--- src/rtl/pcm_granule_reader_pkg.sv ---
// pcm_granule_reader_pkg: shared PCM constants and reader FSM states
// Holds the granule size, the default PCM sample width and the state encoding.
package pcm_granule_reader_pkg;
    localparam int PCM_GRANULE_SAMPLES = 576;
    localparam int PCM_DATA_WIDTH = 18;
    typedef enum logic [2:0] {ST_SKIP, ST_IDLE, ST_FETCH, ST_DRAIN, ST_DONE, ST_GUARD} state_t;
endpackage

--- src/rtl/pcm_skid_fifo.sv ---
// pcm_skid_fifo: 2-entry FIFO with count/empty, async active-high reset
// Ports: clk, rst, push/din write, pop reads the head, dout is the head entry,
// count is 0..2, empty is count==0. The caller never pushes when full or pops when empty.
module pcm_skid_fifo
    import pcm_granule_reader_pkg::*;
#(
    parameter int WIDTH = 2 * PCM_DATA_WIDTH + 1
) (
    input  logic             clk,
    input  logic             rst,
    input  logic             push,
    input  logic             pop,
    input  logic [WIDTH-1:0] din,
    output logic [WIDTH-1:0] dout,
    output logic [1:0]       count,
    output logic             empty
);
    logic [WIDTH-1:0] mem [2];
    logic rd_ptr, wr_ptr;

    assign dout = mem[rd_ptr];
    assign empty = count == 2'd0;

    always_ff @(posedge clk or posedge rst)
        if (rst) begin
            mem[0] <= '0;
            mem[1] <= '0;
            rd_ptr <= 1'b0;
            wr_ptr <= 1'b0;
            count <= 2'd0;
        end else begin
            if (push) begin
                mem[wr_ptr] <= din;
                wr_ptr <= !wr_ptr;
            end
            if (pop) rd_ptr <= !rd_ptr;
            count <= count + {1'b0, push} - {1'b0, pop};
        end
endmodule

--- src/rtl/pcm_granule_reader.sv ---
// pcm_granule_reader: reads one PCM granule and streams it downstream
// Ports: pcm_ready/pcm_done buffer handshake; pcm_read_addr with sync-read data
// pcm_read_data_ch0/ch1; sample_valid/sample_ready stream of sample_ch0/ch1/sample_last;
// granule_count counts streamed (not skipped) granules.
module pcm_granule_reader
    import pcm_granule_reader_pkg::*;
#(
    parameter int GRANULE_SAMPLES = PCM_GRANULE_SAMPLES,
    parameter int ADDR_WIDTH = 10,
    parameter int DATA_WIDTH = PCM_DATA_WIDTH,
    parameter int SKIP_GRANULES = 0,
    parameter int COUNT_WIDTH = 16
) (
    input  logic                   clk,
    input  logic                   rst,
    input  logic                   pcm_ready,
    output logic                   pcm_done,
    output logic [ADDR_WIDTH-1:0]  pcm_read_addr,
    input  logic [DATA_WIDTH-1:0]  pcm_read_data_ch0,
    input  logic [DATA_WIDTH-1:0]  pcm_read_data_ch1,
    output logic                   sample_valid,
    input  logic                   sample_ready,
    output logic [DATA_WIDTH-1:0]  sample_ch0,
    output logic [DATA_WIDTH-1:0]  sample_ch1,
    output logic                   sample_last,
    output logic [COUNT_WIDTH-1:0] granule_count
);
    localparam int FW = 2 * DATA_WIDTH + 1;
    localparam int SW = $clog2(SKIP_GRANULES + 2);
    localparam logic [ADDR_WIDTH-1:0] LAST_IDX = ADDR_WIDTH'(GRANULE_SAMPLES - 1);

    state_t state;
    logic [ADDR_WIDTH-1:0] index;
    logic [SW-1:0] skip_cnt;
    logic inflight, inflight_last, fifo_empty, pop, issue;
    logic [1:0] fifo_count;
    logic [FW-1:0] fifo_dout;

    // The index register drives the buffer directly, so the buffer samples it in the issue cycle.
    assign pcm_read_addr = index;
    assign sample_valid = !fifo_empty;
    assign pop = sample_valid && sample_ready;
    // Occupancy after this cycle's pop plus the read returning next cycle must leave room.
    assign issue = state == ST_FETCH && (fifo_count - {1'b0, pop} + {1'b0, inflight}) < 2'd2;
    assign {sample_last, sample_ch1, sample_ch0} = fifo_dout;

    pcm_skid_fifo #(.WIDTH(FW)) fifo (
        .clk(clk),
        .rst(rst),
        .push(inflight),
        .pop(pop),
        .din({inflight_last, pcm_read_data_ch1, pcm_read_data_ch0}),
        .dout(fifo_dout),
        .count(fifo_count),
        .empty(fifo_empty)
    );

    always_ff @(posedge clk or posedge rst)
        if (rst) begin
            state <= SKIP_GRANULES > 0 ? ST_SKIP : ST_IDLE;
            index <= '0;
            skip_cnt <= '0;
            inflight <= 1'b0;
            inflight_last <= 1'b0;
            pcm_done <= 1'b0;
            granule_count <= '0;
        end else begin
            pcm_done <= 1'b0;
            inflight <= issue;
            inflight_last <= issue && index == LAST_IDX;
            case (state)
                ST_SKIP: if (pcm_ready) begin
                    pcm_done <= 1'b1;
                    skip_cnt <= skip_cnt + 1'b1;
                    state <= ST_GUARD;
                end
                ST_IDLE: if (pcm_ready) begin
                    index <= '0;
                    state <= ST_FETCH;
                end
                ST_FETCH: if (issue) begin
                    if (index == LAST_IDX) state <= ST_DRAIN;
                    else index <= index + 1'b1;
                end
                ST_DRAIN: if (fifo_empty && !inflight) begin
                    pcm_done <= 1'b1;
                    granule_count <= granule_count + 1'b1;
                    state <= ST_DONE;
                end
                ST_DONE: state <= ST_GUARD;
                ST_GUARD: state <= skip_cnt == SW'(SKIP_GRANULES) ? ST_IDLE : ST_SKIP;
                default: state <= ST_IDLE;
            endcase
        end
endmodule

--- config.mk ---
export PLATFORM = sky130hd
export DESIGN_NAME = pcm_granule_reader
export DESIGN_NICKNAME = d
export VERILOG_FILES = /design/src/rtl/pcm_granule_reader_pkg.sv /design/src/rtl/pcm_skid_fifo.sv /design/src/rtl/pcm_granule_reader.sv
export SDC_FILE = /design/constraint.sdc
export NUM_CORES = 1
export LEC_CHECK = 0
export CAP_MARGIN = 40
export CORE_ASPECT_RATIO = 1.75
export CORE_MARGIN = 10
export CORE_UTILIZATION = 51
export CTS_CLUSTER_SIZE = 28
export DETAILED_ROUTE_END_ITERATION = 10
export PLACE_DENSITY = 0.78
export SKIP_LAST_GASP = 1
export SYNTH_ARGS = -nofsm -noshare
export SYNTH_HDL_FRONTEND = slang
export SYNTH_SLANG_ARGS = --single-unit
--- constraint.sdc ---
create_clock -name clk -period 4.1 [get_ports clk]
set_input_delay 0.82 -clock clk [delete_from_list [all_inputs] [get_ports clk]]
set_output_delay 0.82 -clock clk [all_outputs]
set_load 0.005 [all_outputs]
== Yosys cells after proc, flatten, opt, wreduce, memory -nomap -nowiden ==
Cells that the tools add are included.

* Register bits: 111
* Input bits: 40
* Output and inout bits: 65
* Word-level logic and storage cells: 73

* Add/subtract/negate cells: 7
* Magnitude comparators: 4
* Eq/ne operators: 12
* Multiplexer cells: 20
* Bitwise operators: 2
* Reductions and logical operators: 16

{| class="wikitable"
|+ Operators with widths
! operator !! number
|-
| 37-bit 2-to-1 mux || 4
|-
| 74-bit bitwise mux || 1
|-
| 37-bit demux with 1-bit select || 1
|-
| 10-bit 2-to-1 mux || 3
|-
| 10-bit case mux with 2 select lines || 1
|-
| 3-bit case mux with 6 select lines || 1
|-
| 16-bit by 1-bit adder with 16-bit output (second input constant) || 1
|-
| 3-bit 2-to-1 mux || 5
|-
| 10-bit by 1-bit adder with 10-bit output (second input constant) || 1
|-
| 10-bit equality test (second input constant) || 1
|-
| 2-bit != test (second input constant) || 5
|-
| 3-bit by 2-bit equality test with 1-bit output (second input constant) || 2
|-
| 3-bit equality test (second input constant) || 2
|-
| 1-bit logical AND || 5
|-
| 5-bit AND reduction || 1
|-
| 2-bit by 1-bit adder with 2-bit output || 2
|-
| 2-bit greater-or-equal comparator (second input constant) || 2
|-
| 1-bit zero test || 4
|-
| 1-bit NOT with 2-bit output || 2
|-
| 2-bit AND reduction || 2
|-
| 4-bit AND reduction || 1
|-
| 2-bit by 1-bit subtractor with 2-bit output || 2
|-
| 3-bit by 1-bit equality test with 1-bit output (second input constant) || 1
|-
| 3-bit zero test || 1
|-
| 8 further kinds || 10
|}

== Logic depth before layout (Yosys ltp) ==
* Depth after elaboration: 9
* Depth in mapped cells: 10
* Depth with buffers taken out: 10

== Cells and area by module ==
From an unflattened synthesis, not the netlist that was laid out.

* Cell total of the unflattened synthesis: 372
* Area, all modules: 5200.0 sq um

{| class="wikitable"
|+ By module, submodules not included
! module !! instances !! cells an instance !! area each (sq um) !! sequential area each (sq um)
|-
| pcm_skid_fifo || 1 || 212 || 3534.6 || 1951.9
|-
| pcm_granule_reader || 1 || 160 || 1665.3 || 827.0
|}

== Worst setup path before layout ==
No wires, ideal clock.

* Kind: input to register
* From: in sample_ready
* To: reg index[5], in the netlist pcm_read_addr[5]
* Library setup time: 0.120 ns
* Arrival time: 2.441 ns
* Data required time: 3.980 ns
* Path slack: 1.539 ns
* Cell stages on the path: 8
* Path buffers: 0
* Cell sequence: and2_1 > ha_1 > inv_1 > ha_1 > xnor3_1 > nand2_1 > a2111o_1 > a31o_2

* Word-level cells in the longest chain between the ends: 7

{| class="wikitable"
|+ RTL lines
! what !! RTL line !! source
|-
| start, declared || pcm_granule_reader.sv:22 || <nowiki>input logic sample_ready,</nowiki>
|-
| 1-bit logical AND || pcm_granule_reader.sv:42 || <nowiki>assign pop = sample_valid && sample_ready;</nowiki>
|-
| 2-bit by 1-bit subtractor with 2-bit output || pcm_granule_reader.sv:44 || <nowiki>assign issue = state == ST_FETCH && (fifo_count - {1'b0, pop} + {1'b0, inflight}) < 2'd2;</nowiki>
|-
| 2-bit by 1-bit adder with 2-bit output || pcm_granule_reader.sv:44 ||
|-
| 2-bit less-than comparator || pcm_granule_reader.sv:44 ||
|-
| 1-bit logical AND || pcm_granule_reader.sv:44 ||
|-
| 2-bit != test (no line) || n/a ||
|-
| 4-bit AND reduction (no line) || n/a ||
|-
| end signal, assigned || pcm_granule_reader.sv:83 || <nowiki>else index <= index + 1'b1;</nowiki>
|-
| end, declared || pcm_granule_reader.sv:33 || <nowiki>logic [ADDR_WIDTH-1:0] index;</nowiki>
|}

No other way between the ends.
A chain may end at the register's enable or synchronous reset.

== Worst setup path in the final report ==
* From: reg fifo.rd_ptr
* To: out sample_ch0[4]

* Word-level cells in the longest chain between the ends: 4

{| class="wikitable"
|+ RTL lines
! what !! RTL line !! source
|-
| start, declared || pcm_skid_fifo.sv:19 || <nowiki>logic rd_ptr, wr_ptr;</nowiki>
|-
| start signal, assigned || pcm_skid_fifo.sv:36 || <nowiki>if (pop) rd_ptr <= !rd_ptr;</nowiki>
|-
| 1-bit NOT with 2-bit output (implied by the code) || pcm_skid_fifo.sv:21 || <nowiki>assign dout = mem[rd_ptr];</nowiki>
|-
| 37-bit 2-to-1 mux (implied by the code) (3 in a row) || pcm_skid_fifo.sv:21 ||
|-
| end, declared || pcm_granule_reader.sv:23 || <nowiki>output logic [DATA_WIDTH-1:0] sample_ch0,</nowiki>
|}

No other way between the ends. The select of a mux whose other input is x is not followed.

==> impl_metrics.py <==
metrics = {
    "floorplanning": {
        "die_w_um": 94.8,
        "die-area_um2": 14300,
        "start_util_pct": 52.4,
        "io_pins": 105,
        "num_rows": 47,
        "core_um2": 9530,
        "die_h_um": 151,
    },
    "sta": {
        "finalCriticalPeriod_ps": 2920,
        "finalSetupTns_ps": 0,
        "final.period_utilization_pct": 71.2,
        "slew_viol_final": 0,
        "clock_skew_ps": 9.14,
        "max_slew_margin_pct": 46.3,
        "rsz0062_at_grt": "false",
        "max_slew.worst_pin.slew_ps": 806,
        "finalHoldViolations": 0,
        "final-setup-viol-count": 0,
        "max_freq_ghz": 0.343,
    },
    "critical_path": {
        "cp_slowest_cell": "dfrtp_2",
        "reg2reg_depth": 9,
        "slowest_delay_ps": 710,
        "path_cells": "buf_16 > mux2_2 > clkdlybuf4s50_1",
        "worstReg2RegStart": "fifo.count[1]$_DFF_PP0_",
        "ff2ff_setup_slack_ps": 1360,
        "path_class": "flop to output port",
        "cp-startpoint": "fifo.rd_ptr$_DFFE_PP0P_",
        "critical_path.max_fanout": 20,
        "end_kind": "output port",
        "cp-start-kind": "flop",
        "worst-endpoint-required_ps": 3280,
        "r2r_end": "pcm_read_addr[0]$_DFFE_PP0P_",
        "crit_arrival_ps": 2100,
        "cp-endpoint": "sample_ch0[4]",
    },
    "clock_network": {
        "postCtsSetupRepairBufs": 0,
        "cts.sinks": 111,
        "postCtsHoldBufs": 0,
        "cts_made_buffers": 9,
        "cts_tree": "built",
        "cts_root_buf": "clkbuf_16",
        "clk_path_buf_depth": 2,
        "cts_resized": 0,
        "htree_levels": 3,
        "clkLatencyLatePin_ps": 340,
        "clk_pin_slew_ps": 70,
    },
    "flow_run": {
        "max_cap_viol_count": 0,
    },
    "synth": {
        "synth_top_area_share_pct": 55.2,
        "yosys_warnings": 0,
        "synthArstFlopShare_pct": 100,
        "postSynthCellCount": 368,
        "yosys_register_bits": 111,
        "synth_cell_types": 46,
        "syn_avg_cell_area_um2": 13.6,
        "ys_seq_area_share_pct": 55.7,
        "syn_area_um2": 4990,
        "syn-num-nets": 412,
        "yosysTopAreaCell": "dfrtp_1",
        "synth-main-ff-cell": "dfrtp_1",
        "synthTopCellsByArea": "dfrtp_1 (55%), mux2_2 (25%), xnor2_1 (1.9%), xor2_1 (1.2%), nand2_1 (1.2%)",
        "synth_edf_count": 0,
    },
    "final_layout": {
        "diodes": 0,
        "drive_gt1_share_pct": 30.2,
        "finalInstanceArea_um2": 6500,
        "final_cell_mix": "mux2_2 (112), dfrtp_1 (109), clkdlybuf4s50_1 (104)",
        "fin_nets": 516,
        "synthToLayoutAreaGrowth_pct": 30.3,
        "final_common_cell": "mux2_2",
    },
    "detailed_routing": {
        "drt_iter0_markers": 124,
        "route.detailed.drc": 0,
        "drt_pass1_iterations": 4,
        "ant_nets": 0,
        "wl_per_cell_um": 18.4,
        "num_vias": 3251,
        "routed_via_density": 5.43,
        "wl_um": 11000,
    },
    "global_routing": {
        "antenna_found_initial": 0,
        "grt_overflow": 0,
        "grt_pass1_vias": 3619,
        "grt_max_degree": 66,
        "grt_usage_pct": 15.9,
        "grt_pass1_wl_um": 18200,
    },
    "placement": {
        "portBuffers": 104,
        "dp_hpwl_um": 8140,
        "place.gp.congestion": 0.821,
        "place_area_um2": 6230,
    },
    "power_and_ir_drop": {
        "p_leak_nw": 2.77,
        "powerDensity_nw_per_um2": 701,
        "peakVddDrop_v": 0.000379,
    },
    "hold_path": {
        "hold_class": "flop to flop",
    },
    "outcome": {
        "status": "completed",
    },
}
## metrics by stage
step	std cells	power, mW	hold slack (ps)	utilization [%]	setup slack, ps
2_1_floorplan	368	2.85	435	-	351
3_3_place_gp	580	3.70	462	64.6	984
3_5_place_dp	583	3.82	458	65.4	935
4_1_cts	599	4.63	472	68.2	1160
5_1_grt	599	4.86	496	68.2	1080
6_report	599	4.56	466	68.2	1180
## cells by family after synthesis
group           after synthesis  synth area share, %
xor+xnor                     19                 3.61
fa+ha+maj                     4                 1.00
compound gates               28                 3.84
simple gates                 68                 8.33
mux                         113                 25.5
buf+inv                      25                 2.03
flops                       111                 55.7
## cells in the mapped netlist, drive strengths merged (3+ instances only)
master  number
and3         4
xnor2       11
mux2       112
nor2         9
nand3        9
and4         3
clkbuf      11
nand4        4
dfrtp      110
nor3         5
inv         10
buf          4
ha           4
o21ai        6
xor2         7
a31oi        6
nand2       16
a21oi        4
## worst max-delay path, delay by kind of cell (launching register included)
family / cells / cell delay (ps)
mux: 1 / 360
flops: 1 / 710
buf+inv: 2 / 690
## report_power, final
| part | switching (mW) | leakage [nW] | total, mW | internal (mW) |
|---|---|---|---|---|
| clock | 0.384 | 0.137 | 0.801 | 0.417 |
| sequential | 0.322 | 1.38 | 1.86 | 1.53 |
| combinational | 0.631 | 1.26 | 1.90 | 1.27 |
| total | 1.34 | 2.77 | 4.56 | 3.22 |
## how the worst min path moves through the flow
stage	startpoint	to	cells past startpoint	slack, ps
after detailed placement	skip_cnt$_DFFE_PP0P_	skip_cnt$_DFFE_PP0P_	1	460
after CTS	skip_cnt$_DFFE_PP0P_	skip_cnt$_DFFE_PP0P_	1	470
after global routing	skip_cnt$_DFFE_PP0P_	skip_cnt$_DFFE_PP0P_	1	500
final	skip_cnt$_DFFE_PP0P_	skip_cnt$_DFFE_PP0P_	1	470
after global placement	skip_cnt$_DFFE_PP0P_	skip_cnt$_DFFE_PP0P_	1	460
after floorplan	skip_cnt$_DFFE_PP0P_	skip_cnt$_DFFE_PP0P_	1	430
## layer usage
layer,share of wire (%),global-route usage (%)
met2,54,28.6
met4,2.2,6.09
met5,0,0
met1,39,17.7
met3,4.4,3.47
## area by class of cell
cell class / count / area [µm²]
inverter: 10 / 40.0
timing repair buffer: 108 / 1140
clock inverter: 6 / 45.0
multi-input combinational: 232 / 2120
fill: 743 / 3030
tap: 122 / 153
sequential: 111 / 2780
clock buffer: 10 / 229
## sequential cells by signal, summed over array words and instances (netlist names)
signal,count
fifo.count,2
fifo.mem,74
fifo.rd_ptr,1
fifo.wr_ptr,1
granule_count,16
inflight,1
inflight_last,1
pcm_done,1
pcm_read_addr,10
skip_cnt,1
state,3
(Power assumes the default switching activity.)
